**src/rtl/keccak_rc_reverse_seq.sv**
```systemverilog
// keccak_rc_reverse_seq
//   Reverse-order Keccak round-constant sequencer. It walks the round-constant
//   LFSR (x^8+x^6+x^5+x^4+1, s[i] = coefficient of x^i) forward to the state of
//   start_round. It then streams RC[start_round] down to RC[0] over a
//   valid/ready interface, stepping the LFSR backwards by 7 steps per beat.
//
// Parameters
//   NR    number of rounds; legal start_round is 0..NR-1
//   RC_W  lane width (8, 16 or 32)
//
// Ports
//   clk          rising-edge clock
//   reset        asynchronous active-high reset
//   start        sweep request, sampled only when idle
//   start_round  first (highest) round index to emit
//   rc_ready     downstream accepts the current beat
//   rc_valid     rc / rc_round / rc_last are valid
//   rc           round constant for round rc_round
//   rc_round     round index of the current beat
//   rc_last      marks the round-0 beat
//   busy         sweep in progress
//   err          sticky error (illegal start, or self-check failure)
//
// Configuration
//   KECCAK_RC_SELFCHECK_EN  adds a CHECK cycle after the round-0 handshake that
//                           confirms the LFSR has returned to 8'h01.
module keccak_rc_reverse_seq #(
    parameter int NR   = 22,
    parameter int RC_W = 32
) (
    input  logic            clk,
    input  logic            reset,
    input  logic            start,
    input  logic [4:0]      start_round,
    input  logic            rc_ready,
    output logic            rc_valid,
    output logic [RC_W-1:0] rc,
    output logic [4:0]      rc_round,
    output logic            rc_last,
    output logic            busy,
    output logic            err
);

    localparam int unsigned L = $clog2(RC_W);

    typedef enum logic [1:0] {
        IDLE,
        SEEK,
        EMIT
`ifdef KECCAK_RC_SELFCHECK_EN
        ,
        CHECK
`endif
    } state_t;

    state_t          state, state_n;
    logic [7:0]      s, s_n;
    logic [4:0]      cnt, cnt_n;
    logic [4:0]      first_round, first_round_n;
    logic            rc_valid_n;
    logic [RC_W-1:0] rc_n;
    logic [4:0]      rc_round_n;
    logic            rc_last_n;
    logic            err_n;

    logic [7:0]      s_fwd7;
    logic [7:0]      s_rev7;
    logic [RC_W-1:0] rc_cur;
    logic [RC_W-1:0] rc_prev;
    logic            start_legal;

    function automatic logic [7:0] fwd1(input logic [7:0] v);
        logic [7:0] r;
        logic       t;
        t    = v[7];
        r    = {v[6:0], 1'b0};
        r[0] = r[0] ^ t;
        r[4] = r[4] ^ t;
        r[5] = r[5] ^ t;
        r[6] = r[6] ^ t;
        return r;
    endfunction

    function automatic logic [7:0] rev1(input logic [7:0] v);
        logic [7:0] r;
        logic       t;
        t    = v[0];
        r    = v;
        r[4] = r[4] ^ t;
        r[5] = r[5] ^ t;
        r[6] = r[6] ^ t;
        return {t, r[7:1]};
    endfunction

    function automatic logic [7:0] fwd7(input logic [7:0] v);
        logic [7:0] r;
        r = v;
        for (int unsigned i = 0; i < 7; i++) begin
            r = fwd1(r);
        end
        return r;
    endfunction

    function automatic logic [7:0] rev7(input logic [7:0] v);
        logic [7:0] r;
        r = v;
        for (int unsigned i = 0; i < 7; i++) begin
            r = rev1(r);
        end
        return r;
    endfunction

    // Only bits 2^j-1 of the lane are ever set; bit j of the LFSR output
    // sequence starting at this state lands there.
    function automatic logic [RC_W-1:0] derive_rc(input logic [7:0] v);
        logic [RC_W-1:0] r;
        logic [7:0]      w;
        logic [L-1:0]    idx;
        r = '0;
        w = v;
        for (int unsigned j = 0; j <= L; j++) begin
            idx    = L'((32'd1 << j) - 32'd1);
            r[idx] = w[0];
            w      = fwd1(w);
        end
        return r;
    endfunction

    assign s_fwd7      = fwd7(s);
    assign s_rev7      = rev7(s);
    assign rc_cur      = derive_rc(s);
    assign rc_prev     = derive_rc(s_rev7);
    assign start_legal = ({27'd0, start_round} < 32'(NR));
    assign busy        = (state != IDLE);

    always_ff @(posedge clk or posedge reset) begin
        if (reset) begin
            state       <= IDLE;
            s           <= 8'h01;
            cnt         <= '0;
            first_round <= '0;
            rc_valid    <= 1'b0;
            rc          <= '0;
            rc_round    <= '0;
            rc_last     <= 1'b0;
            err         <= 1'b0;
        end else begin
            state       <= state_n;
            s           <= s_n;
            cnt         <= cnt_n;
            first_round <= first_round_n;
            rc_valid    <= rc_valid_n;
            rc          <= rc_n;
            rc_round    <= rc_round_n;
            rc_last     <= rc_last_n;
            err         <= err_n;
        end
    end

    always_comb begin
        state_n       = state;
        s_n           = s;
        cnt_n         = cnt;
        first_round_n = first_round;
        rc_valid_n    = rc_valid;
        rc_n          = rc;
        rc_round_n    = rc_round;
        rc_last_n     = rc_last;
        err_n         = err;

        case (state)
            IDLE: begin
                if (start) begin
                    if (start_legal) begin
                        s_n           = 8'h01;
                        cnt_n         = start_round;
                        first_round_n = start_round;
                        state_n       = SEEK;
                    end else begin
                        err_n = 1'b1;
                    end
                end
            end

            SEEK: begin
                if (cnt != 5'd0) begin
                    s_n   = s_fwd7;
                    cnt_n = cnt - 5'd1;
                end else begin
                    rc_n       = rc_cur;
                    rc_round_n = first_round;
                    rc_last_n  = (first_round == 5'd0);
                    rc_valid_n = 1'b1;
                    state_n    = EMIT;
                end
            end

            EMIT: begin
                if (rc_ready) begin
                    if (rc_round != 5'd0) begin
                        // Next beat is derived from the already-reversed state so
                        // consecutive handshakes need no bubble.
                        s_n        = s_rev7;
                        rc_n       = rc_prev;
                        rc_round_n = rc_round - 5'd1;
                        rc_last_n  = (rc_round == 5'd1);
                    end else begin
                        rc_valid_n = 1'b0;
                        rc_last_n  = 1'b0;
`ifdef KECCAK_RC_SELFCHECK_EN
                        state_n    = CHECK;
`else
                        state_n    = IDLE;
`endif
                    end
                end
            end

`ifdef KECCAK_RC_SELFCHECK_EN
            CHECK: begin
                if (s != 8'h01) begin
                    err_n = 1'b1;
                end
                state_n = IDLE;
            end
`endif

            default: begin
                state_n = IDLE;
            end
        endcase
    end

endmodule
```
**config.mk**
```make
export PLATFORM = sky130hd
export DESIGN_NAME = keccak_rc_reverse_seq
export DESIGN_NICKNAME = d
export VERILOG_FILES = /design/src/rtl/keccak_rc_reverse_seq.sv
export SDC_FILE = /design/constraint.sdc
export NUM_CORES = 1
export LEC_CHECK = 0
export BUFFER_PORTS_ARGS = -buffer_cell sky130_fd_sc_hd__buf_2
export CAP_MARGIN = 15
export CORE_MARGIN = 8
export CORE_UTILIZATION = 50
export DETAILED_ROUTE_END_ITERATION = 7
export GPL_TIMING_DRIVEN = 0
export MAX_ROUTING_LAYER = met4
export PLACE_DENSITY = 0.77
export SYNTH_ARGS = -nofsm -noshare
export SYNTH_HDL_FRONTEND = slang
export SYNTH_SLANG_ARGS = --single-unit
```
**constraint.sdc**
```tcl
create_clock -name clk -period 2.1 [get_ports clk]
set_input_delay 0.315 -clock clk [delete_from_list [all_inputs] [get_ports clk]]
set_output_delay 0.315 -clock clk [all_outputs]
set_load 0.05 [all_outputs]
```
# After elaboration in Yosys (flattened, before gate mapping)
# Cells that the tools add are included.
[op_classes]
n_bitwise = 49
order_cmp = 1
n_addsub = 2
reduce_logical = 16
muxes = 32
eq_ne = 10
[ops]
columns = ["op", "n"]
rows = [
  ["$mux 32", 3],
  ["$pmux 32 s2", 1],
  ["$xor 1x1->1", 48],
  ["$mux 8", 5],
  ["$mux 5", 6],
  ["$pmux 8 s3", 1],
  ["$pmux 5 s2", 2],
  ["$ne 2x2->1 const B", 7],
  ["$reduce_and 4->1", 3],
  ["$mux 2", 5],
  ["$reduce_bool 5->1", 2],
  ["$sub 5x1->5 const B", 2],
  ["$reduce_and 3->1", 3],
  ["$mux 1", 6],
  ["$pmux 2 s3", 1],
  ["$reduce_and 6->1", 1],
  ["$reduce_bool 2->1", 3],
  ["$eq 5x1->1 const B", 1],
  ["$logic_not 5->1", 1],
  ["$lt 5x5->1 const B", 1],
  ["$reduce_and 5->1", 1],
  ["$pmux 1 s2", 2],
  ["$reduce_bool 3->1", 1],
  ["$eq 2x1->1 const B", 1],
  ["3 further kinds", 3],
]
[totals]
regBits = 60
word_cells = 119
inputBits = 9

# Longest topological paths before layout
# Gate-level depths: netlist of the first run.
[logic_depth]
depth_word = 10
ltp_mapped = 8

# Worst setup path before layout of the first run
# OpenSTA, ideal clock, no wires.
[synth_path]
path_type = "register to register"
start = "reg rc_round[0]"
end = "reg s[1]"
slack_ns = -0.249
t_arrival_ns = 2.222
required_time_ns = 1.972
stages_incl_launch_ff = 8
path_buffers = 1
path_cell_list = "dfrtp_1 -> inv_1 -> ha_1 -> or4b_4 -> a21oi_4 -> or3_1 -> buf_6 -> mux2_1"
[synth_between]
elab_chain_len = 3
[synth_rtl]
columns = ["item", "line", "source"]
rows = [
  ["from (decl)", "38", "output logic [4:0] rc_round,"],
  ["from (signal assigned)", "154", "rc_round <= rc_round_n;"],
  ["$reduce_bool 5->1", "200", "if (rc_round != 5'd0) begin"],
  ["$ne 2x2->1 (no line)", "-", ""],
  ["$reduce_and 6->1 (no line)", "-", ""],
  ["to (signal assigned)", "149", "s <= s_n;"],
  ["to (decl)", "57", "logic [7:0] s, s_n;"],
]
# No other way between the ends.
# A chain may end at the register's enable or synchronous reset.

# Worst setup path after layout of the first run
[layout_path]
start = "reg rc_round[0]"
end = "reg rc[0]"
[layout_between]
elab_chain_len = 3
[layout_rtl]
columns = ["item", "line", "source"]
rows = [
  ["$reduce_bool 5->1", "200", ""],
  ["$ne 2x2->1 (no line)", "-", ""],
  ["$reduce_and 4->1 (no line)", "-", ""],
  ["to (signal assigned)", "153", "rc <= rc_n;"],
  ["to (decl)", "37", "output logic [RC_W-1:0] rc,"],
]
# No other way between the ends.

==> results of run 1 <==
[power by group through the flow]
stage	clock network, mW	registers [mW]	logic, mW
after floorplan	0	1.52	2.01
after global placement	0	1.18	2.88
after detailed placement	0	1.19	2.95
after CTS	0.503	1.18	3.03
after global routing	0.526	1.23	3.64
final	0.488	1.20	3.38
[worst reg2reg max path, cell delays in order, from the launching register on]
cell and delay (ns):
dfrtp_2 0.44, inv_2 0.08, ha_4 0.15, or4b_4 0.49, a21oi_4 0.17, buf_6 0.15
nor2_4 0.04, buf_2 0.17, mux2_2 0.28
[timing repair]
action | 4_1_cts | 5_1_grt
endpoints found under the setup margin | 19 | 20
setup buffers | 4 | 9
gates cloned | 0 | 0
endpoints found under the hold margin | 0 | 0
pin swaps | 1 | 3
gates resized for setup | 4 | 16
[synthesized netlist by cell type (8+ instances only)]
library cell   n  area [um^2]
a21oi_1        9        45.04
o31ai_1       10        75.07
nand2_1       11        41.29
clkbuf_1      12        45.04
buf_4         26        195.2
mux2_2        12        135.1
nor2_1        10        37.54
nor3_1         8        40.04
xor2_1         9        78.83
xnor2_1       13        113.9
dfrtp_1       33        825.8
ha_1           8        100.1
inv_1         18        67.56
o21ai_0       13        65.06
[logic make-up (layout without fill, tap and decap cells)]
logic type      count (synthesis)  in the layout
mux                            16             16
compound gates                 61             61
buf+inv                        61            103
fa+ha+maj                       8              8
other cells                     1             26
simple gates                   52             52
flops                          34             34
xor+xnor                       24             24
[layer usage]
layer / global-route usage / up-vias / part of all wire
li1: - / 995 / -
met2: 0.2799 / 77 / 0.50
met3: 0.03820 / 18 / 0.056
met5: - / - / 0
met4: 0.05573 / 0 / 0.019
met1: 0.1918 / 970 / 0.43
[stage by stage]
step / total power [mW] / setup TNS [ns] / util / instances / hold slack (ns)
detailed placement: 4.139 / -1.705 / 0.5936 / 373 / 0.4144
CTS: 4.716 / -0.004843 / 0.6193 / 382 / 0.1076
global route: 5.396 / -0.1310 / 0.6472 / 391 / 0.1466
global placement: 4.057 / -1.298 / 0.5878 / 372 / 0.4523
finish: 5.059 / 0 / 0.6472 / 391 / 0.09369
floorplan: 3.528 / -0.1366 / - / 282 / 0.4318
[area by class of cell]
cell class                 count  area (um^2)  share of cell area
multi-input combinational    187         1446              0.4732
sequential                    34        855.8              0.2800
buffer                        39        260.3             0.08514
timing repair buffer          37        241.5             0.07900
clock buffer                   7        86.33             0.02824
tap                           67        83.83             0.02743
inverter                      19        77.57             0.02538
clock inverter                 1        5.005            0.001637
[flip-flops by register name, summed over array words and instances (netlist names)]
name / flops
s: 8
rc: 6
cnt: 5
first_round: 5
rc_round: 5
state: 2
err: 1
rc_last: 1
rc_valid: 1
[worst min path at each step]
stage | endpoint | slack, ns
floorplan | first_round[1] | 0.43
global placement | err | 0.45
detailed placement | first_round[0] | 0.41
CTS | first_round[0] | 0.11
global route | first_round[0] | 0.15
finish | first_round[0] | 0.09
==> impl_metrics.tcl, run 1 <==
set metrics [dict create \
    cts.clk_slew.worst_paths_ns 0.07 \
    ys_warn_count 0 \
    cts_inserted_buffers 5 \
    route.detailed.drc 0 \
    place_ws_ns -0.1575 \
    seqPwrFrac 0.236 \
    antenna_found_initial 0 \
    dr.pass1.iters 5 \
    clock_power_share 0.096 \
    finalCriticalPeriod_ns 2.079 \
    synth_top_family_by_area "compound AO/OA/AOI/OAI gates" \
    fin_area_um2 3057 \
    rsz0062_at_grt "yes" \
    p_sw_frac 0.4896 \
    n_fill_cell 391 \
    tightest_slew_ns 0.6229 \
    grt_pass1_vias 1993 \
    p_per_area_nw_per_um2 1655 \
    p_sw_mw 2.477 \
    cp.depth 8 \
    p_comb_frac 0.667 \
    area_growth_pct 24.64 \
    avgViaCountPerCell 5.269 \
    yosys-mux-area-fraction 0.07296 \
    hold_buffers 0 \
    worstSetupStartpointType "register" \
    io_buffers 23 \
    grt_overflow 0 \
    synth-seq-cells 34 \
    grt_start_max_net_pins 23 \
    top_level_ports 50 \
    die_w_um 86.04 \
    place_area_um2 2804 \
    dr_total_vias 2060 \
    start_util 0.5192 \
    worstPathArrival_ns 2.25 \
    syn-mean-instance-area_um2 9.542 \
    syn_area_um2 2452 \
    fp.dieH_um 86.04 \
    grt_pass1_wl_um 9653 \
    crit_family "simple AND/OR/NAND/NOR gates" \
    clockBufferDepth 2 \
    crit_start "rc_round[0]" \
    cts_sinks 34 \
    async_flop_share 1.000 \
    crit_type "reg -> reg" \
    synth_top_flop_cell "dfrtp_1" \
    drtIter0Drc 181 \
    maxCapViolations 0 \
    fin_nets 340 \
    worstRegToRegCells 8 \
    crit_path_end_kind "register" \
    r2r-start "rc_round[0]" \
    final_cell_mix "37 x buf_4, 30 x dfrtp_1, 27 x buf_2" \
    rows 25 \
    timing.final.crit_share 0.9902 \
    synthAdderAreaFrac 0.04082 \
    worstSkewPairLatency_ns 0.28 \
    seq_area_frac_synth 0.3474 \
    ys_types 54 \
    synthXorXnorAreaFrac 0.09745 \
    dieArea_um2 7402 \
    synth_compound_area_frac 0.1837 \
    crit_path_cell_trace "inv_2, ha_4, or4b_4, a21oi_4, buf_6, nor2_4, buf_2, mux2_2" \
    synth_edf_count 0 \
    routed_wl_um 5936 \
    slew_headroom 0.5843 \
    path_max_fanout 5 \
    skew_ns 0.004645 \
    p_int_mw 2.582 \
    synth_simple_gate_area_frac 0.1184 \
    r2r_slack_ns 0.02 \
    worst_hold_path_type "in -> async" \
    final-hold-violation-count 0 \
    place_congestion 0.9219 \
    rr_endpoint "rc[0]" \
    antenna_left 0 \
    max_freq_mhz 480.9 \
    core_area_um2 4723 \
    cp.required_ns 2.27 \
    slew_violations 0 \
    post_drt_wl_per_cell_um 15.18 \
    clockRootBuffer "clkbuf_8" \
    drive_above_1_share 0.3611 \
    place_hpwl_um 4301 \
    finalSetupViolCount 0 \
    cp-endpoint "rc[0]" \
    irDropWorstVdd_mv 0.9041 \
    crit_buf_inv 3 \
    h-tree-depth 2 \
    cpPeakStageDelay_ns 0.49 \
    layout_commonest_cell "buf_4" \
    leakagePower_nw 1.443 \
    status "completed" \
    diodes 0 \
    grt_use_total 0.1670 \
    tritoncts "built" \
    setup_ws_ns 0.02064 \
    synth_cells 257 \
    critPathSlowestCell "or4b_4" \
]
Power figures use the tool's default switching activity.
==> run 2: changes to the inputs <==
==> constraint.sdc (replaced) <==
create_clock -name clk -period 1.9 [get_ports clk]
set_input_delay 0.285 -clock clk [delete_from_list [all_inputs] [get_ports clk]]
set_output_delay 0.285 -clock clk [all_outputs]
set_load 0.05 [all_outputs]
==> run 2 against run 1 <==
Compared with the run above: clock skew about the same; clock power grew 8.0%; largest cell class unchanged; worst setup slack worse by 0.12 ns; the run now ends with negative setup slack left; non-clock buffer count rose by 15; die area stayed put.
==> impl_metrics.tcl, run 2 (synthesis results as in run 1) <==
set metrics [dict create \
    status "finished, violations left" \
    violations "negative setup slack" \
    rsz0062_at_grt "yes" \
    irDropWorstVdd_mv 0.9148 \
    cp.required_ns 2.08 \
    start_util 0.5192 \
    skew_ns 0.004703 \
    dieArea_um2 7402 \
    grt_overflow 0 \
    slew_violations 0 \
    worst_hold_path_type "in -> async" \
    post_drt_wl_per_cell_um 15.28 \
    antenna_left 0 \
    p_per_area_nw_per_um2 1861 \
    h-tree-depth 2 \
    final-hold-violation-count 0 \
    routed_wl_um 6220 \
    dr_total_vias 2146 \
    setup_ws_ns -0.1012 \
    die_w_um 86.04 \
    avgViaCountPerCell 5.273 \
    worstSkewPairLatency_ns 0.29 \
    antenna_found_initial 0 \
    area_growth_pct 31.43 \
    grt_pass1_wl_um 9556 \
    maxCapViolations 0 \
    place_congestion 0.9319 \
    grt_start_max_net_pins 21 \
    finalCriticalPeriod_ns 2.001 \
    largest_reg_flops 8 \
    tritoncts "built" \
    reg_top3 "s: 8 flops, rc: 6 flops" \
    grt_use_total 0.1629 \
    finalCoreUtilization 0.6824 \
    hold-worst-slack_ns 0.07728 \
    leakagePower_nw 1.532 \
    max_freq_mhz 499.7 \
    regMostFlops "s" \
    rows 25 \
    diodes 0 \
    place_ws_ns -0.3605 \
    cts.clk_slew.worst_paths_ns 0.07 \
    top_level_ports 50 \
    dr.pass1.iters 4 \
    grt_pass1_vias 2003 \
    crit_path_end_kind "register" \
    hold_buffers 0 \
    layout_commonest_cell "buf_4" \
    worstPathArrival_ns 2.18 \
    timing.final.crit_share 1.053 \
    io_buffers 23 \
    drive_above_1_share 0.4118 \
    place_hpwl_um 4206 \
    worstSetupStartpointType "register" \
    finalSetupViolCount 16 \
    clockBufferDepth 2 \
    cts_inserted_buffers 5 \
    finalPower_mw 5.999 \
    tightest_slew_ns 0.6662 \
    cts_sinks 34 \
    final_cell_mix "54 x buf_4, 30 x dfrtp_1, 27 x buf_2" \
    fin_nets 356 \
    drtIter0Drc 154 \
    crit_type "reg -> reg" \
    core_area_um2 4723 \
    clockRootBuffer "clkbuf_8" \
    path_max_fanout 7 \
    slew_headroom 0.5554 \
    route.detailed.drc 0 \
    fp.dieH_um 86.04 \
]
==> run 2: changes by cell type in the layout (fill, tap and decap cells not counted), sizes merged <==
cell,before,now
buf,67,83
clkbuf,16,14
clkinv,1,2
nor2,11,12
==> run 2: final cells by class <==
class | instances | area (um^2)
Buffer | 39 | 266.5
Timing Repair Buffer | 52 | 352.8
Multi-Input combinational cell | 188 | 1504
Inverter | 19 | 77.57
Sequential cell | 34 | 855.8
Clock buffer | 6 | 72.57
Fill cell | 356 | 1500
Tap cell | 67 | 83.83
Clock inverter | 2 | 10.01
==> run 2: final timing paths <==
path                       cells after the start            from              to  slack (ns)
max                                            7     rc_round[1]            s[1]       -0.10
min                                            2           reset            s[6]        0.08
max reg2reg                                    7     rc_round[1]            s[1]       -0.10
min reg2reg                                    1             err             err        0.47
max in group asynchronous                      3           reset     rc_round[0]        1.29
min in group clk                               3  start_round[1]  first_round[1]        0.27
==> run 2: stage by stage <==
stage               setup TNS (ns)  instances  instance area, um^2
finish                     -0.9139        407                 3223
global route                -1.701        407                 3223
CTS                        -0.6820        399                 3100
detailed placement          -5.340        373                 2845
global placement            -4.660        372                 2818
floorplan                   -1.666        282                 2619
==> run 2: timing repair <==
item	CTS	global route
pin swaps	7	4
endpoints found under the setup margin	27	21
cloned	1	0
buffers inserted	20	8
resized for setup	8	14
==> run 2: power breakdown <==
| part | internal, mW | switching, mW |
|---|---|---|
| Clock | 0.254 | 0.273 |
| Sequential | 1.04 | 0.256 |
| Combinational | 1.78 | 2.39 |
| Total | 3.08 | 2.92 |
==> run 2: worst max-delay path, stage by stage, from the launching register on <==
cell,delay [ns]
dfrtp_2,0.41
inv_2,0.08
ha_4,0.15
or4b_4,0.50
a21oi_4,0.18
or3_1,0.14
buf_6,0.13
mux2_4,0.30
==> run 2: per-layer routing <==
layer,GRT usage,vias up,share of wire
met5,-,-,0
met4,0.07484,0,0.019
met3,0.03056,14,0.072
met2,0.2589,79,0.48
met1,0.1952,1020,0.42
li1,-,1033,-
